--- config.mk ---
export PLATFORM = sky130hd
export DESIGN_NAME = serial_tx
export DESIGN_NICKNAME = d
export VERILOG_FILES = /design/src/rtl/serial_tx.sv
export SDC_FILE = /design/constraint.sdc
export NUM_CORES = 1
export LEC_CHECK = 0
export ABC_AREA = 0
export CORE_ASPECT_RATIO = 1.2
export CORE_UTILIZATION = 40
export DETAILED_ROUTE_END_ITERATION = 10
export PLACE_DENSITY_LB_ADDON = 0.2
export RECOVER_POWER = 50
export SYNTH_ARGS = -nofsm -noshare
export SYNTH_HDL_FRONTEND = slang
export SYNTH_SLANG_ARGS = --single-unit
--- constraint.sdc ---
create_clock -name clk -period 1.9 [get_ports clk]
set_clock_uncertainty 0.05 [all_clocks]
set_input_delay 0.57 -clock clk [delete_from_list [all_inputs] [get_ports clk]]
set_output_delay 0.57 -clock clk [all_outputs]
set_load 0.01 [all_outputs]
--- src/rtl/serial_tx.sv ---
// LSB-first parallel-to-serial transmitter with a valid/ready load port and a forced inter-frame gap.
// Define SERIAL_TX_PARITY_EN to append an even-parity bit after the data bits.
module serial_tx #(
  parameter int WIDTH      = 8,
  parameter int GAP_CYCLES = 1
) (
  input  logic             clk,
  input  logic             clr_n,
  input  logic [WIDTH-1:0] data_in,
  input  logic             load_valid,
  output logic             load_ready,
  output logic             data_out,
  output logic             shift_en,
  output logic             busy,
  output logic             frame_done
);

  localparam int             CW       = $clog2(WIDTH + 1);
  localparam logic [CW-1:0]  LAST_BIT = CW'(WIDTH - 1);
  localparam logic [3:0]     GAP_LAST = (GAP_CYCLES > 0) ? 4'(GAP_CYCLES - 1) : 4'd0;
  localparam bit             HAS_GAP  = (GAP_CYCLES > 0);

  typedef enum logic [1:0] {
    IDLE   = 2'd0,
    SHIFT  = 2'd1,
    GAP    = 2'd2
`ifdef SERIAL_TX_PARITY_EN
    ,PARITY = 2'd3
`endif
  } state_e;

  state_e           state_q, state_d;
  logic [CW-1:0]    cnt_q, cnt_d;
  logic [3:0]       gcnt_q, gcnt_d;
  logic [WIDTH-1:0] sh_q, sh_d;
  logic             data_out_q, data_out_d;
  logic             shift_en_q, shift_en_d;
  logic             busy_q, busy_d;
  logic             frame_done_q, frame_done_d;
  logic             load_ready_q, load_ready_d;
`ifdef SERIAL_TX_PARITY_EN
  logic             par_q, par_d;
`endif

  always_comb begin
    state_d      = state_q;
    cnt_d        = cnt_q;
    gcnt_d       = gcnt_q;
    sh_d         = sh_q;
    data_out_d   = 1'b0;
    shift_en_d   = 1'b0;
    frame_done_d = 1'b0;
`ifdef SERIAL_TX_PARITY_EN
    par_d        = par_q;
`endif
    case (state_q)
      IDLE: begin
        if (load_valid && load_ready_q) begin
          // bit 0 goes straight to the output register; the word keeps the remaining bits
          state_d    = SHIFT;
          cnt_d      = '0;
          sh_d       = {1'b0, data_in[WIDTH-1:1]};
          data_out_d = data_in[0];
          shift_en_d = 1'b1;
`ifdef SERIAL_TX_PARITY_EN
          par_d      = ^data_in;
`endif
        end
      end
      SHIFT: begin
        if (cnt_q == LAST_BIT) begin
`ifdef SERIAL_TX_PARITY_EN
          state_d      = PARITY;
          data_out_d   = par_q;
          shift_en_d   = 1'b1;
`else
          frame_done_d = 1'b1;
          state_d      = HAS_GAP ? GAP : IDLE;
          gcnt_d       = '0;
`endif
        end else begin
          cnt_d      = cnt_q + 1'b1;
          data_out_d = sh_q[0];
          sh_d       = {1'b0, sh_q[WIDTH-1:1]};
          shift_en_d = 1'b1;
        end
      end
`ifdef SERIAL_TX_PARITY_EN
      PARITY: begin
        frame_done_d = 1'b1;
        state_d      = HAS_GAP ? GAP : IDLE;
        gcnt_d       = '0;
      end
`endif
      GAP: begin
        if (gcnt_q == GAP_LAST) state_d = IDLE;
        else                    gcnt_d  = gcnt_q + 4'd1;
      end
      default: state_d = IDLE;
    endcase
    load_ready_d = (state_d == IDLE);
    busy_d       = (state_d != IDLE);
  end

  always_ff @(posedge clk or negedge clr_n) begin
    if (!clr_n) begin
      state_q      <= IDLE;
      cnt_q        <= '0;
      gcnt_q       <= '0;
      sh_q         <= '0;
      data_out_q   <= 1'b0;
      shift_en_q   <= 1'b0;
      busy_q       <= 1'b0;
      frame_done_q <= 1'b0;
      load_ready_q <= 1'b0;
`ifdef SERIAL_TX_PARITY_EN
      par_q        <= 1'b0;
`endif
    end else begin
      state_q      <= state_d;
      cnt_q        <= cnt_d;
      gcnt_q       <= gcnt_d;
      sh_q         <= sh_d;
      data_out_q   <= data_out_d;
      shift_en_q   <= shift_en_d;
      busy_q       <= busy_d;
      frame_done_q <= frame_done_d;
      load_ready_q <= load_ready_d;
`ifdef SERIAL_TX_PARITY_EN
      par_q        <= par_d;
`endif
    end
  end

  assign load_ready = load_ready_q;
  assign data_out   = data_out_q;
  assign shift_en   = shift_en_q;
  assign busy       = busy_q;
  assign frame_done = frame_done_q;

endmodule
==> results of run 1 <==
==> power by group <==
part	leakage [nW]	switching [W]	internal (W)
combinational	0.269	0.000356	0.000504
sequential	0.277	0.000117	0.000650
clock	0.0138	0.000127	0.0000738
total	0.560	0.000600	0.00123
==> timing repair <==
| action | CTS | global route |
|---|---|---|
| setup endpoints to repair | 0 | 1 |
| buffers inserted | 0 | 1 |
| endpoints found under the hold margin | 0 | 0 |
==> final cells by class <==
cell class                      instances  area (µm²)
Clock buffer                            3        22.5
Fill cell                             241        1240
Inverter                                3        11.3
Multi-Input combinational cell         60         472
Sequential cell                        22         551
Tap cell                               33        41.3
Timing Repair Buffer                   21         188
==> per-layer routing <==
| layer | part of all wire [%] | vias to the layer above | GRT usage (%) | wire length [µm] |
|---|---|---|---|---|
| li1 | - | 359 | - | - |
| met1 | 42 | 355 | 15.4 | 776 |
| met2 | 54 | 11 | 28.0 | 984 |
| met3 | 2.5 | 4 | 3.36 | 46 |
| met4 | 1.3 | 0 | 8.82 | 24 |
| met5 | 0 | - | 0 | 0 |
==> logic make-up (layout without fill, tap and decap cells) <==
| family | after synthesis | in the layout | synth area share [%] |
|---|---|---|---|
| AOI/OAI and AO/OA | 17 | 17 | 10.4 |
| adders and majority gates | 3 | 3 | 3.53 |
| buffers and inverters | 7 | 27 | 3.88 |
| DFF | 22 | 22 | 51.8 |
| muxes | 14 | 14 | 14.6 |
| and+or+nand+nor | 26 | 26 | 15.9 |
==> worst min-delay path by stage <==
stage                                 end  slack (ns)
floorplan                  busy$_DFF_PN0_        0.22
global placement    gcnt_q[2]$_DFFE_PN0P_        0.43
detailed placement    sh_q[3]$_DFFE_PN0P_        0.44
CTS                 gcnt_q[2]$_DFFE_PN0P_        0.46
global route        gcnt_q[2]$_DFFE_PN0P_        0.47
finish              gcnt_q[2]$_DFFE_PN0P_        0.46
==> placed cells by master (no fill, tap or decap), drive strengths merged, types with 2 or more instances in the layout <==
| cell | instances |
|---|---|
| mux2 | 12 |
| clkbuf | 5 |
| clkdlybuf4s50 | 15 |
| nand3 | 6 |
| mux2i | 2 |
| ha | 3 |
| nand2b | 3 |
| a21oi | 4 |
| o21ai | 9 |
| nand2 | 3 |
| dfrtp | 22 |
| nand3b | 2 |
| inv | 3 |
| nor2 | 2 |
| buf | 4 |
==> sequential cells by signal (all words and copies together) (netlist names) <==
register	flops
sh_q	7
state_q	2
load_ready	1
frame_done	1
data_out	1
shift_en	1
busy	1
cnt_q	4
gcnt_q	4
==> metrics by stage <==
stage                     TNS, ns  hold WS (ns)  area (µm²)  total power [W]  util (%)
after floorplan                 0         0.224        1060          0.00138         -
after global placement     -0.294         0.431        1260          0.00162      50.0
after detailed placement   -0.404         0.442        1260          0.00164      50.0
after CTS                       0         0.459        1280          0.00184      50.8
after global routing            0         0.469        1280          0.00198      50.8
final                           0         0.459        1280          0.00183      50.8
==> impl_summary.log, run 1 <==
INFO  metric outcome = complete, no violations
INFO  metric number_of_flops_mapped_to_enable_cells_by_yosys = 0
INFO  metric worst-path-buf-inv = 1
INFO  metric crit_cells = 1
INFO  metric cts_max_path_buffers = 2
INFO  metric netlist.area_leader.share = 51.8%
INFO  metric startpoint_of_the_most_critical_setup_path = load_ready$_DFF_PN0_
INFO  metric timing.max_cap.violations = 0
INFO  metric critPathArrivalTime = 1.19 ns
INFO  metric cts-hold-fix-buffers = 0
INFO  metric ant_nets = 0
INFO  metric timing.critical_path.max_delay_family = buffers and inverters
INFO  metric io_pins = 16
INFO  metric cp-end-kind = output port
INFO  metric worstRegToRegCells = 4
INFO  metric setup.worst_path.start_class = flop
INFO  metric period_utilization = 95.4%
INFO  metric max-vdd-ir-drop = 672 µV
INFO  metric place.detailed.instances = 138
INFO  metric rsz_0062_raised_after_global_routing = false
INFO  metric p_leak = 0.560 nW
INFO  metric finalWeightedCongestion = 0.762
INFO  metric synth_common_cells = dfrtp_1, mux2_2, o21ai_0, nand3_1, a21oi_1
INFO  metric n_antenna_cell = 0
INFO  metric cts_tree = yes
INFO  metric cts_inserted_buffers = 3
INFO  metric worst_r2r_endpoint = sh_q[4]$_DFFE_PN0P_
INFO  metric post-place-ws = -0.0694 ns
INFO  metric final_critical_path_setup_slack = 0.0871 ns
INFO  metric most_used_standard_cell_by_instance_count_after_synthesis = dfrtp_1
INFO  metric worst_setup_path_endpoint = load_ready
INFO  metric tightestPinTransition = 1.16 ns
INFO  metric die-area = 2870 µm²
INFO  metric post_route_cells_drive_above_1_share = 22.9%
INFO  metric max_stage_delay = 0.53 ns
INFO  metric synth_sequential_area_ratio = 51.8%
INFO  metric area_growth = 20.8%
INFO  metric finalCriticalPeriod = 1.81 ns
INFO  metric worst_hold_depth = 1
INFO  metric path_class = flop to output port
INFO  metric pd_cells = 1420 nW/µm²
INFO  metric gr_usage_total = 15.1%
INFO  metric drt_wl_total = 1830 µm
INFO  metric largest_net_degree_at_the_start_of_global_routing = 23
INFO  metric clock_sink_count = 22
INFO  metric number_of_warnings_printed_during_yosys_synthesis = 0
INFO  metric holdCritStartpoint = gcnt_q[2]$_DFFE_PN0P_
INFO  metric initial_util = 42.1%
INFO  metric ys_async_sr_fraction = 100%
INFO  metric synth_top_cells_by_area = dfrtp_1, mux2_2, o21ai_0, ha_1, nand3_1
INFO  metric syn_area = 1060 µm²
INFO  metric portBuffers = 15
INFO  metric dr_total_vias = 729
INFO  metric rows = 20
INFO  metric drc_errors = 0
INFO  metric via_per_inst = 5.13
INFO  metric first_iter_violations = 13
INFO  metric chipHeight = 58.5 µm
INFO  metric grt_antenna_before_repair = 0
INFO  metric clk_pin_slew = 0.11 ns
INFO  metric clock.fmax = 0.552 GHz
INFO  metric setup_viol = 0
INFO  metric ys.flop_type = dfrtp_1
INFO  metric crit_path_max_fanout = 2
INFO  metric dieWidth = 49.1 µm
INFO  metric post-dp-hpwl = 1390 µm
INFO  metric postSynthRegisterBits = 22
INFO  metric final-max-slew-violation-count = 0
INFO  metric core_area = 2530 µm²
INFO  metric syn_inst = 89
INFO  metric hold_viol = 0
INFO  metric ctsHtreeMaxLevel = 1
INFO  metric synth.avg_cell_area = 11.9 µm²
INFO  metric synth_cell_types = 29
INFO  metric critical_path.slowest_cell = clkdlybuf4s50_1
INFO  metric grt_first_pass_wirelength = 3240 µm
INFO  metric final_nets = 125
INFO  metric clock_latency = 0.29 ns
INFO  metric ff2ff_setup_slack = 0.15 ns
INFO  metric r2r_start = cnt_q[0]$_DFFE_PN0P_
INFO  metric post_cts.resized_instances = 0
INFO  metric syn_nets = 103
INFO  metric synthDominantAreaCellType = dfrtp_1
INFO  metric worst_ep_required_time = 1.28 ns
INFO  metric vias_in_the_first_global_route = 809
INFO  metric fin_cells = 142
INFO  metric cts_root_buffer = clkbuf_4
INFO  metric post_drt_wl_per_cell = 12.9 µm
INFO  metric min-delay-path-class = flop to flop
INFO  metric tightest_slew_margin_relative_to_the_limit = 22.7%
INFO  metric grt_overflow = 0
INFO  metric critical_path.cell_chain = clkdlybuf4s50_1
INFO  metric drtPass1Iterations = 3
Power figures use the tool's default switching activity.
==> run 2, diff against run 1 <==
Settings changed: CORE_MARGIN set to 2, SLEW_MARGIN set to 20.
==> impl_summary.log, run 2 (synthesis gave the netlist of run 1 again) <==
INFO  metric timing.critical_path.max_delay_family = buffers and inverters
INFO  metric largest_register_ff_count = 7 (unchanged)
INFO  metric critical_path.slowest_cell = clkdlybuf4s50_1
INFO  metric grt_first_pass_wirelength = 3170 µm (-2.1%)
INFO  metric largest_registers = sh_q: 7 flops, cnt_q: 4 flops, gcnt_q: 4 flops
INFO  metric min-delay-path-class = flop to flop
INFO  metric post_drt_wl_per_cell = 12.4 µm (-3.7%)
INFO  metric power.sequential.fraction = 38.6% (-3.3 points)
INFO  metric most-common-layout-cells = dfrtp_1, clkdlybuf4s50_1, mux2_2
INFO  metric grt_antenna_before_repair = 0 (unchanged)
INFO  metric setup.worst_path.start_class = flop
INFO  metric finalCriticalPeriod = 1.80 ns (-0.0131 ns)
INFO  metric switchingPower = 0.000619 W (+3.2%)
INFO  metric final_nets = 125 (unchanged)
INFO  metric via_per_inst = 5.23 (+1.9%)
INFO  metric area_growth = 24.0%
INFO  metric num-fill-cells = 235 (-2.5%)
INFO  metric largest_net_degree_at_the_start_of_global_routing = 23 (unchanged)
INFO  metric drtPass1Iterations = 4 (+1)
INFO  metric portBuffers = 15 (unchanged)
INFO  metric place.detailed.instances = 139 (+0.72%)
INFO  metric vias_in_the_first_global_route = 717 (-11%)
INFO  metric hold_viol = 0 (unchanged)
INFO  metric first_iter_violations = 11 (-2)
INFO  metric worst-path-buf-inv = 1 (unchanged)
INFO  metric final-seq-area = 551 µm² (unchanged)
INFO  metric max_stage_delay = 0.53 ns (about the same)
INFO  metric clock.fmax = 0.556 GHz (+0.73%)
INFO  metric clockPowerShare = 18.1% (+7.1 points)
INFO  metric outcome = complete, no violations
INFO  metric pd_cells = 1500 nW/µm² (+5.3%)
INFO  metric rsz_0062_raised_after_global_routing = false
INFO  metric final_common_cell = dfrtp_1
INFO  metric chipHeight = 60.5 µm (+3.4%)
INFO  metric combinationalPowerShare = 43.3% (-3.7 points)
INFO  metric n_antenna_cell = 0 (unchanged)
INFO  metric clk_pin_slew = 0.13 ns (+0.02 ns)
INFO  metric io_pins = 16 (unchanged)
INFO  metric initial_util = 42.1% (unchanged)
INFO  metric ctsHtreeMaxLevel = 1 (unchanged)
INFO  metric period_utilization = 94.7% (-0.69 points)
INFO  metric register_with_the_most_flip_flops = sh_q
INFO  metric tightestPinTransition = 0.538 ns (-0.622 ns)
INFO  metric setup_viol = 0 (unchanged)
INFO  metric gr_usage_total = 13.8% (-1.2 points)
INFO  metric critical_path.cell_chain = clkdlybuf4s50_1
INFO  metric drc_errors = 0 (unchanged)
INFO  metric cell_internal_pwr = 0.00136 W (+10%)
INFO  metric final-max-slew-violation-count = 0 (unchanged)
INFO  metric cts_root_buffer = clkbuf_4
INFO  metric finalWeightedCongestion = 0.747 (-2.0%)
INFO  metric grt_overflow = 0 (unchanged)
INFO  metric rows = 20 (unchanged)
INFO  metric tightest_slew_margin_relative_to_the_limit = 64.1% (+41 points)
INFO  metric clock_sink_count = 22 (unchanged)
INFO  metric critPathArrivalTime = 1.18 ns (about the same)
INFO  metric cp-end-kind = output port
INFO  metric timing.max_cap.violations = 0 (unchanged)
INFO  metric final_hold_slack = 0.454 ns (-0.00465 ns)
INFO  metric cts_tree = yes
INFO  metric dr_total_vias = 748 (+2.6%)
INFO  metric max-vdd-ir-drop = 740 µV (+10%)
INFO  metric drt_wl_total = 1780 µm (-3.1%)
INFO  metric power.share.switching = 31.3% (-1.5 points)
INFO  metric dieWidth = 51.1 µm (+4.1%)
INFO  metric cts_inserted_buffers = 3 (unchanged)
INFO  metric crit_path_max_fanout = 1 (-1)
INFO  metric p_leak = 0.588 nW (+5.0%)
INFO  metric post-dp-hpwl = 1350 µm (-2.5%)
INFO  metric core_area = 2530 µm² (unchanged)
INFO  metric die-area = 3090 µm² (+7.6%)
INFO  metric post_route_cells_drive_above_1_share = 24.5% (+1.6 points)
INFO  metric multi_input_comb_area = 472 µm² (unchanged)
INFO  metric clock_latency = 0.31 ns (+0.02 ns)
INFO  metric post-cts-setup-buffer-count = 0 (unchanged)
INFO  metric path_class = flop to output port
INFO  metric ant_nets = 0 (unchanged)
INFO  metric cts_max_path_buffers = 2 (unchanged)
INFO  metric worst_ep_required_time = 1.28 ns (about the same)
INFO  metric fin_cells = 143 (+0.70%)
[run 2: cell types whose count changed in the layout (fill, tap and decap cells not counted)]
cell	delta
clkbuf_1	-1
dlymetal6s2s_1	+1
clkbuf_2	+1
dlygate4sd3_1	+1
clkdlybuf4s50_1	-2
bufinv_16	+1
[run 2: area by class of cell]
class,count,share of cell area (%)
Tap cell,33,3.13
Inverter,3,0.854
Sequential cell,22,41.7
Timing Repair Buffer,21,14.5
Multi-Input combinational cell,60,35.8
Clock inverter,1,2.28
Clock buffer,3,1.71
[run 2: timing repair]
action / CTS / global route
hold buffers: 0 / 0
resized for setup: 0 / 1
setup endpoints to repair: 0 / 1
hold endpoints to repair: 0 / 0
[run 2: stage by stage]
stage / setup TNS [ns] / utilization (%) / total power, W / setup slack, ns / area (µm²)
floorplan: 0 / - / 0.00138 / 0.252 / 1060
global placement: -0.311 / 50.2 / 0.00163 / -0.0523 / 1270
detailed placement: -0.517 / 50.2 / 0.00165 / -0.0925 / 1270
CTS: 0 / 52.3 / 0.00201 / 0.0228 / 1320
global route: 0 / 52.2 / 0.00212 / 0.0538 / 1320
finish: 0 / 52.2 / 0.00198 / 0.100 / 1320
[run 2: layer usage]
metal | track usage [%] | up-vias | routed length (µm)
met2 | 22.3 | 16 | 846
met5 | 0 | - | 0
met3 | 2.96 | 5 | 51
met4 | 6.95 | 0 | 35
li1 | - | 359 | -
met1 | 17.7 | 368 | 842
[run 2: power groups by stage]
| stage | Sequential (W) | Clock [W] | Combinational (W) |
|---|---|---|---|
| after detailed placement | 0.000778 | 0 | 0.000874 |
| after global placement | 0.000777 | 0 | 0.000849 |
| after CTS | 0.000766 | 0.000366 | 0.000875 |
| after global routing | 0.000791 | 0.000382 | 0.000948 |
| final | 0.000763 | 0.000358 | 0.000855 |
| after floorplan | 0.000771 | 0 | 0.000605 |
[run 2: worst paths after layout]
path	slack (ns)	cells after the start	to	startpoint
max	0.10	1	data_out	data_out$_DFF_PN0_
min	0.45	1	gcnt_q[2]$_DFFE_PN0P_	gcnt_q[2]$_DFFE_PN0P_
max reg2reg	0.12	4	sh_q[1]$_DFFE_PN0P_	cnt_q[0]$_DFFE_PN0P_
min reg2reg	0.45	1	gcnt_q[2]$_DFFE_PN0P_	gcnt_q[2]$_DFFE_PN0P_
max in group asynchronous	0.74	2	state_q[1]$_DFF_PN0_	clr_n
min in group asynchronous	0.70	2	cnt_q[0]$_DFFE_PN0P_	clr_n
==> run 3, diff against run 2 <==
Settings changed: CELL_PAD_IN_SITES_DETAIL_PLACEMENT set to 0, CELL_PAD_IN_SITES_GLOBAL_PLACEMENT set to 1, PLACE_DENSITY_LB_ADDON 0.2 to 0.1.
==> impl_summary.log, run 3 (synthesis gave the netlist of run 1 again) <==
INFO  metric hold_viol = 0 (unchanged)
INFO  metric cp-end-kind = output port
INFO  metric final_hold_slack = 0.447 ns (-0.00719 ns)
INFO  metric post_drt_wl_per_cell = 12.8 µm (+3.5%)
INFO  metric crit_cells = 1 (unchanged)
INFO  metric dieWidth = 51.1 µm (unchanged)
INFO  metric dr_total_vias = 711 (-4.9%)
INFO  metric largest_register_ff_count = 7 (unchanged)
INFO  metric ant_nets = 0 (unchanged)
INFO  metric core_area = 2530 µm² (unchanged)
INFO  metric post-dp-hpwl = 1350 µm (about the same)
INFO  metric drt_wl_total = 1810 µm (+2.0%)
INFO  metric timing.critical_path.max_delay_family = buffers and inverters
INFO  metric final_critical_path_setup_slack = 0.0917 ns (-0.00854 ns)
INFO  metric fin_cells = 141 (-1.4%)
INFO  metric postLayoutCellArea = 1300 µm² (-1.1%)
INFO  metric finalCriticalPeriod = 1.81 ns (+0.00854 ns)
INFO  metric cts-hold-fix-buffers = 0 (unchanged)
INFO  metric pd_cells = 1490 nW/µm² (-0.81%)
INFO  metric critical_path.slowest_cell = clkdlybuf4s50_1
INFO  metric post_route_cells_drive_above_1_share = 23.1% (-1.4 points)
INFO  metric grt_first_pass_wirelength = 3170 µm (+0.22%)
INFO  metric die-area = 3090 µm² (unchanged)
INFO  metric post-cts-setup-buffer-count = 0 (unchanged)
INFO  metric final-max-slew-violation-count = 0 (unchanged)
INFO  metric outcome = complete, no violations
INFO  metric clock_latency = 0.31 ns (about the same)
INFO  metric post_dp_cell_area = 1250 µm² (-1.2%)
INFO  metric most-common-layout-cells = dfrtp_1, clkdlybuf4s50_1, mux2_2
INFO  metric cts_inserted_buffers = 3 (unchanged)
INFO  metric critical_path.cell_chain = clkdlybuf4s50_1
INFO  metric grt_overflow = 0 (unchanged)
INFO  metric timing.max_cap.violations = 0 (unchanged)
INFO  metric grt_antenna_before_repair = 0 (unchanged)
INFO  metric portBuffers = 15 (unchanged)
INFO  metric final-seq-area = 551 µm² (unchanged)
INFO  metric drtPass1Iterations = 3 (-1)
INFO  metric setup_tns = 0 ns (unchanged)
INFO  metric worstRegToRegCells = 4 (unchanged)
INFO  metric chipHeight = 60.5 µm (unchanged)
INFO  metric largest_net_degree_at_the_start_of_global_routing = 23 (unchanged)
INFO  metric num-fill-cells = 241 (+2.6%)
INFO  metric initial_util = 42.1% (unchanged)
INFO  metric clock.fmax = 0.553 GHz (-0.47%)
INFO  metric register_with_the_most_flip_flops = sh_q
INFO  metric path_class = flop to output port
INFO  metric ctsHtreeMaxLevel = 1 (unchanged)
INFO  metric worst-path-buf-inv = 1 (unchanged)
INFO  metric cts_tree = yes
INFO  metric final_common_cell = dfrtp_1
INFO  metric final_nets = 123 (-1.6%)
INFO  metric min-delay-path-class = flop to flop
INFO  metric worst_ep_required_time = 1.28 ns (about the same)
INFO  metric post-place-ws = -0.0754 ns (+0.0170 ns)
INFO  metric n_antenna_cell = 0 (unchanged)
INFO  metric io_pins = 16 (unchanged)
INFO  metric gr_usage_total = 14.1% (+0.32 points)
INFO  metric rows = 20 (unchanged)
INFO  metric multi_input_comb_area = 472 µm² (unchanged)
INFO  metric max-vdd-ir-drop = 706 µV (-4.6%)
INFO  metric cts_max_path_buffers = 2 (unchanged)
INFO  metric post_cts.resized_instances = 0 (unchanged)
INFO  metric period_utilization = 95.2% (+0.45 points)
INFO  metric setup_viol = 0 (unchanged)
INFO  metric worst_hold_depth = 1 (unchanged)
INFO  metric cts_root_buffer = clkbuf_4
INFO  metric setup.worst_path.start_class = flop
INFO  metric p_leak = 0.577 nW (-1.7%)
INFO  metric tightestPinTransition = 0.538 ns (+0.000109 ns)
INFO  metric vias_in_the_first_global_route = 711 (-0.84%)
INFO  metric finalWeightedCongestion = 0.648 (-13%)
INFO  metric clock_sink_count = 22 (unchanged)
INFO  metric largest_registers = sh_q: 7 flops, cnt_q: 4 flops, gcnt_q: 4 flops
INFO  metric tightest_slew_margin_relative_to_the_limit = 64.1% (about the same)
INFO  metric first_iter_violations = 17 (+6)
INFO  metric max_stage_delay = 0.53 ns (about the same)
INFO  metric ff2ff_setup_slack = 0.15 ns (+0.03 ns)
INFO  metric critPathArrivalTime = 1.19 ns (about the same)
INFO  metric clk_pin_slew = 0.12 ns (about the same)
INFO  metric drc_errors = 0 (unchanged)
INFO  metric rsz_0062_raised_after_global_routing = false
INFO  metric crit_path_max_fanout = 1 (unchanged)
INFO  metric area_growth = 22.6%
INFO  metric place.detailed.instances = 137 (-1.4%)
INFO  metric via_per_inst = 5.04 (-3.6%)
==> run 3: changes by cell type in the layout (fill, tap and decap cells not counted) <==
cell	change
buf_4	-2
==> run 3: layout make-up <==
class,instances,area share (%)
sequential,22,42.2
multi-input combinational,60,36.2
clock buffer,3,1.73
tap,33,3.17
timing repair buffer,19,13.5
inverter,3,0.864
clock inverter,1,2.30
==> run 3: through the flow <==
| stage | utilization (%) | total power (W) |
|---|---|---|
| 2_1_floorplan | - | 0.00138 |
| 3_3_place_gp | 49.7 | 0.00161 |
| 3_5_place_dp | 49.7 | 0.00162 |
| 4_1_cts | 51.7 | 0.00198 |
| 5_1_grt | 51.6 | 0.00209 |
| 6_report | 51.6 | 0.00194 |
==> run 3: final timing paths <==
kind                                              end             startpoint
worst min register to register  gcnt_q[2]$_DFFE_PN0P_  gcnt_q[2]$_DFFE_PN0P_
min in group asynchronous        cnt_q[2]$_DFFE_PN0P_                  clr_n
worst max register to register    sh_q[4]$_DFFE_PN0P_   cnt_q[0]$_DFFE_PN0P_
worst max-delay path                             busy         busy$_DFF_PN0_
max in group asynchronous         sh_q[3]$_DFFE_PN0P_                  clr_n
worst min-delay path            gcnt_q[2]$_DFFE_PN0P_  gcnt_q[2]$_DFFE_PN0P_
==> run 3: routing by layer <==
metal  wire (µm)  vias to the layer above  global-route usage [%]
li1            -                      354                       -
met1         813                      342                    15.0
met2         904                       11                    26.2
met3          63                        4                    3.45
met4          29                        0                    6.95
met5           0                        -                       0
==> run 3: report_power, final <==
part | leakage, nW | internal (W) | switching [W] | total (W)
registers | 0.277 | 0.000650 | 0.000119 | 0.000769
logic | 0.272 | 0.000469 | 0.000339 | 0.000808
clock network | 0.0279 | 0.000213 | 0.000147 | 0.000360
==> run 3: worst reg2reg max path, stage by stage (launching register included) <==
cell     delay, ns
dfrtp_1       0.43
ha_1          0.24
and3b_1       0.28
o21ai_4       0.28
mux2_2        0.37
